**config.mk**
```make
export PLATFORM = sky130hd
export DESIGN_NAME = gf180mcu_fd_io__pwrseq
export DESIGN_NICKNAME = d
export VERILOG_FILES = /design/src/rtl/gf180mcu_fd_io__pwrseq.sv
export SDC_FILE = /design/constraint.sdc
export NUM_CORES = 1
export LEC_CHECK = 0
export CORE_ASPECT_RATIO = 1.5
export CORE_UTILIZATION = 50
export CTS_CLUSTER_DIAMETER = 80
export DETAILED_ROUTE_END_ITERATION = 8
export GPL_ROUTABILITY_DRIVEN = 0
export PLACE_DENSITY_LB_ADDON = 0.25
export REMOVE_ABC_BUFFERS = 1
export SKIP_LAST_GASP = 1
export SLEW_MARGIN = 20
export SYNTH_ARGS = -nofsm -noshare
export SYNTH_HDL_FRONTEND = slang
export SYNTH_SLANG_ARGS = --single-unit
```
**constraint.sdc**
```tcl
create_clock -name CLK -period 3.2 [get_ports CLK]
set_input_delay 0.64 -clock CLK [delete_from_list [all_inputs] [get_ports CLK]]
set_output_delay 0.64 -clock CLK [all_outputs]
set_load 0.02 [all_outputs]
```
**src/rtl/gf180mcu_fd_io__pwrseq.sv**
```systemverilog
// Pad-ring power sequencer: debounced POR release, then isolation/IE/OE ordering on request.
// Define GF180MCU_FD_IO_PWRSEQ_STATUS_EN to expose STATE and a saturating BROWNOUT_CNT.
module gf180mcu_fd_io__pwrseq #(
    parameter int SYNC_STAGES = 2,
    parameter int DEB_W       = 8,
    parameter int DEB_CYCLES  = 16,
    parameter int STEP_CYCLES = 8
) (
    input  logic       CLK,
    input  logic       RST,
    input  logic       VDD_OK,
    input  logic       DVDD_OK,
    input  logic       PWR_REQ,
    output logic       POR_N,
    output logic       ISO,
    output logic       IE,
    output logic       OE,
`ifdef GF180MCU_FD_IO_PWRSEQ_STATUS_EN
    output logic       READY,
    output logic [3:0] STATE,
    output logic [7:0] BROWNOUT_CNT
`else
    output logic       READY
`endif
);

    localparam logic [3:0] S_OFF   = 4'd0;
    localparam logic [3:0] S_DEB   = 4'd1;
    localparam logic [3:0] S_POR   = 4'd2;
    localparam logic [3:0] S_IDLE  = 4'd3;
    localparam logic [3:0] S_UNISO = 4'd4;
    localparam logic [3:0] S_IE    = 4'd5;
    localparam logic [3:0] S_ON    = 4'd6;
    localparam logic [3:0] S_OEOFF = 4'd7;
    localparam logic [3:0] S_IEOFF = 4'd8;

    localparam logic [DEB_W-1:0] DEB_LAST  = DEB_W'(DEB_CYCLES - 1);
    localparam logic [DEB_W-1:0] STEP_LAST = DEB_W'(STEP_CYCLES - 1);

    logic [SYNC_STAGES-1:0] r_vdd_sync;
    logic [SYNC_STAGES-1:0] r_dvdd_sync;
    logic [3:0]             r_state;
    logic [3:0]             w_state_next;
    logic [DEB_W-1:0]       r_cnt;
    logic [4:0]             r_outs;
    logic                   w_good;
    logic                   w_supply_loss;
    logic                   w_dwell_done;

    // Output bits {POR_N, ISO, IE, OE, READY}; unused codes decode to the safe S_OFF values.
    function automatic logic [4:0] f_outs(input logic [3:0] s);
        case (s)
            S_POR, S_IDLE:   f_outs = 5'b11000;
            S_UNISO:         f_outs = 5'b10000;
            S_IE, S_OEOFF:   f_outs = 5'b10100;
            S_ON:            f_outs = 5'b10111;
            S_IEOFF:         f_outs = 5'b10000;
            default:         f_outs = 5'b01000;
        endcase
    endfunction

    // NOTE: sequential state uses non-blocking assignments so every flop samples pre-edge values.
    always_ff @(posedge CLK) begin
        if (RST) begin
            r_vdd_sync  <= '0;
            r_dvdd_sync <= '0;
        end else begin
            r_vdd_sync  <= {r_vdd_sync[SYNC_STAGES-2:0], VDD_OK};
            r_dvdd_sync <= {r_dvdd_sync[SYNC_STAGES-2:0], DVDD_OK};
        end
    end

    assign w_good        = r_vdd_sync[SYNC_STAGES-1] & r_dvdd_sync[SYNC_STAGES-1];
    assign w_supply_loss = (r_state != S_OFF) && !w_good;
    assign w_dwell_done  = (r_cnt == STEP_LAST);

    // NOTE: next state defaults to the current state first, so no path can infer a latch.
    always_comb begin
        w_state_next = r_state;
        if (w_supply_loss) begin
            w_state_next = S_OFF;
        end else begin
            case (r_state)
                S_OFF:   if (w_good) w_state_next = S_DEB;
                S_DEB:   if (r_cnt == DEB_LAST) w_state_next = S_POR;
                S_POR:   if (w_dwell_done) w_state_next = S_IDLE;
                S_IDLE:  if (PWR_REQ) w_state_next = S_UNISO;
                S_UNISO: if (!PWR_REQ) w_state_next = S_IEOFF;
                         else if (w_dwell_done) w_state_next = S_IE;
                S_IE:    if (!PWR_REQ) w_state_next = S_IEOFF;
                         else if (w_dwell_done) w_state_next = S_ON;
                S_ON:    if (!PWR_REQ) w_state_next = S_OEOFF;
                S_OEOFF: if (w_dwell_done) w_state_next = S_IEOFF;
                S_IEOFF: if (w_dwell_done) w_state_next = S_IDLE;
                default: w_state_next = S_OFF;
            endcase
        end
    end

    // Outputs are flopped from the next-state decode: identical timing to decoding r_state,
    // but each pad control comes straight off a flop and cannot glitch.
    always_ff @(posedge CLK) begin
        if (RST) begin
            r_state <= S_OFF;
            r_cnt   <= '0;
            r_outs  <= f_outs(S_OFF);
        end else begin
            r_state <= w_state_next;
            r_outs  <= f_outs(w_state_next);
            if (w_state_next != r_state) r_cnt <= '0;
            else                         r_cnt <= r_cnt + DEB_W'(1);
        end
    end

    assign POR_N = r_outs[4];
    assign ISO   = r_outs[3];
    assign IE    = r_outs[2];
    assign OE    = r_outs[1];
    assign READY = r_outs[0];

`ifdef GF180MCU_FD_IO_PWRSEQ_STATUS_EN
    logic [7:0] r_brownout;

    always_ff @(posedge CLK) begin
        if (RST)                                     r_brownout <= '0;
        else if (w_supply_loss && r_brownout != 8'hFF) r_brownout <= r_brownout + 8'd1;
    end

    assign STATE        = r_state;
    assign BROWNOUT_CNT = r_brownout;
`endif

endmodule

```
==> impl_results.md <==
- Post-layout utilization of the core: 0.5925
- Final-layout setup total negative slack: 0 ns
- Power per cell area: 371.1 nW/µm²
- Critical R2R Launch: r_state[1]$_SDFF_PP0_
- Clock buffers created by TritonCTS: 3
- Fraction of synthesized cell area taken by the top area cell type: 0.3279
- Endpoint of the worst hold path: r_vdd_sync[1]$_SDFF_PP0_
- Final hold violation count: 0
- Post-detailed-route via-to-cell ratio: 6.027
- Library cell with the largest summed area after synthesis: sky130_fd_sc_hd__dfxtp_1
- Total number of vias: 886
- Final antenna diode count: 0
- Worst Path Arrival: 2.61 ns
- Ys flop type: sky130_fd_sc_hd__dfxtp_1
- Largest fanout of any net on the critical path: 8
- Setup fix buffers added after clock tree synthesis: 0
- Total Routing Usage GR: 0.1895
- Origin of the worst min-delay path: r_vdd_sync[0]$_SDFF_PP0_
- H-tree Lvls: 1
- Fin area: 1339 µm²
- Std cell rows: 21
- R2R cell count: 6
- Worst-skew pair later-pin latency: 0.30 ns
- First-pass GRT wire length: 3953 µm
- Detailed placer's ending HPWL: 1683 µm
- Pins over their slew limit: 0
- Most numerous cell types in the synthesized netlist: sky130_fd_sc_hd__dfxtp_1 (20), sky130_fd_sc_hd__nor2_1 (8), sky130_fd_sc_hd__nor3b_2 (8)
- Category of the worst setup path launch point: primary input
- Post-synthesis instance area: 1221 µm²
- Kind of critical path: in2reg
- Post-route non-filler standard cell count: 147
- Static power due to leakage: 0.4510 nW
- Post-cts gate resize count: 0
- Most frequent cell after synthesis: sky130_fd_sc_hd__dfxtp_1
- Number of antenna violations at the first check in global routing: 0
- Max frequency: 420.2 MHz
- Critical register-to-register path endpoint: r_cnt[7]$_SDFF_PP0_
- Fin Clk Skew: 0.007993 ns
- Maximum capacitance violations: 0
- Wire length reported by the detailed router: 2211 µm
- Number of flops mapped to enable cells by yosys: 0
- Synth top area cells: sky130_fd_sc_hd__dfxtp_1 (33%), sky130_fd_sc_hd__nor3b_2 (8.2%), sky130_fd_sc_hd__xnor2_1 (3.6%)
- Largest buffer count on any clock path: 2
- Final #Nets: 131
- Boundary pin count: 10
- TritonCTS clock tree: yes
- R2R setup slack: 0.92 ns
- Yosys warning total: 0
- Class of the most critical hold timing path: reg2reg
- Horizontal die dimension: 42.35 µm
- Vias in the first global route: 888
- Seq cells post-synth: 20
- Share of final-layout standard cells stronger than drive strength 1: 0.2419
- Result of the run: completed
- Final clock period utilization by the worst path: 0.7437
- Critical path cell sequence: clkdlybuf4s50_1, or4b_1, nand4_1, o211a_1, xnor2_1, nand4_4, nor3b_2
- Total iterations of the first detailed-routing run: 4
- Post-placement cell count: 143
- Clock tree root driver cell: sky130_fd_sc_hd__clkbuf_4
- Crit. End Element: register
- Worst Hold Depth: 1
- Count of hold-fix buffers inserted at cts: 0
- Fin crit period: 2.380 ns
- Detail Route Antenna Nets: 0
- Share of the yosys chip area belonging to registers: 0.3279
- Post-synthesis cell count: 118
- RSZ-0062 raised after global routing: false
- Core region area: 2260 µm²
- Filler cells: 197
- Number of DRC markers in iteration 0: 26
- Clk pin slew, worst setup/hold paths: 0.11 ns
- Async S/R FF share, synth: 0
- Effective utilization at floorplan: 0.5404
- Relative max-transition margin: 0.5346
- Peak supply drop: 0.0002646 V
- Data required, critical path: 3.43 ns
- Largest net degree at the start of global routing: 20
- Crit path largest cell delay: 0.52 ns
- Die boundary height: 62.53 µm
- Slowest-stage cell, CP: sky130_fd_sc_hd__or4b_1
- Post-place instance area: 1286 µm²
- Mean cell area of the mapped netlist: 10.35 µm²
- GRT Residual Overflow: 0
- Growth of design area from synthesis to finish: 9.631%
- CTS sink cnt: 20
- Port Buffers: 9
- Die area: 2648 µm²
- DR WL/cell: 15.04 µm
- DRC Markers: 0
- Post-synthesis cell type count: 51
- Count of final setup violators: 0
- Slew at the pin closest to its max-slew limit: 0.6971 ns
[final cells by class]
type | count | area (µm²) | area share
clock inverter | 1 | 30.03 | 0.02243
tap | 23 | 28.78 | 0.02150
sequential | 20 | 400.4 | 0.2991
inverter | 5 | 18.77 | 0.01402
timing repair buffer | 9 | 90.09 | 0.06729
multi-input combinational | 86 | 748.2 | 0.5589
clock buffer | 3 | 22.52 | 0.01682
[worst max-delay path by stage]
stage               startpoint             endpoint  slack [ns]
finish                 PWR_REQ  r_cnt[7]$_SDFF_PP0_        0.82
global route           PWR_REQ  r_cnt[7]$_SDFF_PP0_        0.70
CTS                    PWR_REQ  r_cnt[7]$_SDFF_PP0_        0.82
detailed placement     PWR_REQ  r_cnt[7]$_SDFF_PP0_        0.54
global placement       PWR_REQ  r_cnt[7]$_SDFF_PP0_        0.59
floorplan              PWR_REQ  r_cnt[7]$_SDFF_PP0_        1.15
[power breakdown]
part | switching (W) | internal (W) | total [W]
logic | 0.0000156 | 0.0000176 | 0.0000332
clock network | 0.0000762 | 0.000127 | 0.000203
registers | 0.00000507 | 0.000256 | 0.000261
total | 0.0000969 | 0.000400 | 0.000497
[metal layers]
metal  vias to the layer above  wire, µm  global-route usage
met5                         -         0                   0
met4                         0        72              0.1133
met3                         9        61             0.02890
met2                        19      1135              0.3192
met1                       422       941              0.2188
li1                        436         -                   -
[sequential cells by signal (all words and copies together) (netlist names)]
register,flops
r_cnt,8
r_dvdd_sync,2
r_outs,4
r_state,4
r_vdd_sync,2
[metrics by stage]
stage	setup slack [ns]	total power, W	hold slack [ns]
final	0.8202	0.0004968	0.4613
after global routing	0.7033	0.0005177	0.4762
after CTS	0.8223	0.0005004	0.4595
after detailed placement	0.5404	0.0003002	0.4361
after global placement	0.5895	0.0002989	0.4300
after floorplan	1.153	0.0002884	0.4138
[cells by family (layout without fill, tap and decap cells)]
kind of cell / count (synthesis) / after routing / share of synthesized area
AO/OA/AOI/OAI: 24 / 24 / 0.2049
XOR/XNOR: 9 / 9 / 0.07070
buffers and inverters: 12 / 18 / 0.05942
adder cells (fa/ha/maj): 1 / 1 / 0.01024
AND/OR/NAND/NOR: 52 / 52 / 0.3269
flip-flops: 20 / 20 / 0.3279
[worst max-delay path, delay by kind of cell]
family,cells,cell delay [ns]
compound gates,1,0.20
xor+xnor,1,0.18
buf+inv,1,0.48
simple gates,4,1.11
[placed cells by master, fill, tap and decap left out, types with 2 or more instances in the layout]
master	synthesis	final
sky130_fd_sc_hd__a21boi_0	2	2
sky130_fd_sc_hd__a21oi_1	3	3
sky130_fd_sc_hd__clkbuf_4	0	3
sky130_fd_sc_hd__clkdlybuf4s50_1	0	9
sky130_fd_sc_hd__dfxtp_1	20	20
sky130_fd_sc_hd__inv_1	5	5
sky130_fd_sc_hd__nand2_1	4	4
sky130_fd_sc_hd__nand2b_1	2	2
sky130_fd_sc_hd__nand3_1	4	4
sky130_fd_sc_hd__nand3b_1	5	5
sky130_fd_sc_hd__nor2_1	8	8
sky130_fd_sc_hd__nor2b_1	6	6
sky130_fd_sc_hd__nor3b_2	8	8
sky130_fd_sc_hd__o21ai_1	2	2
sky130_fd_sc_hd__or2_2	2	2
sky130_fd_sc_hd__xnor2_1	5	5
sky130_fd_sc_hd__xor2_1	3	3
(Power assumes the default switching activity.)
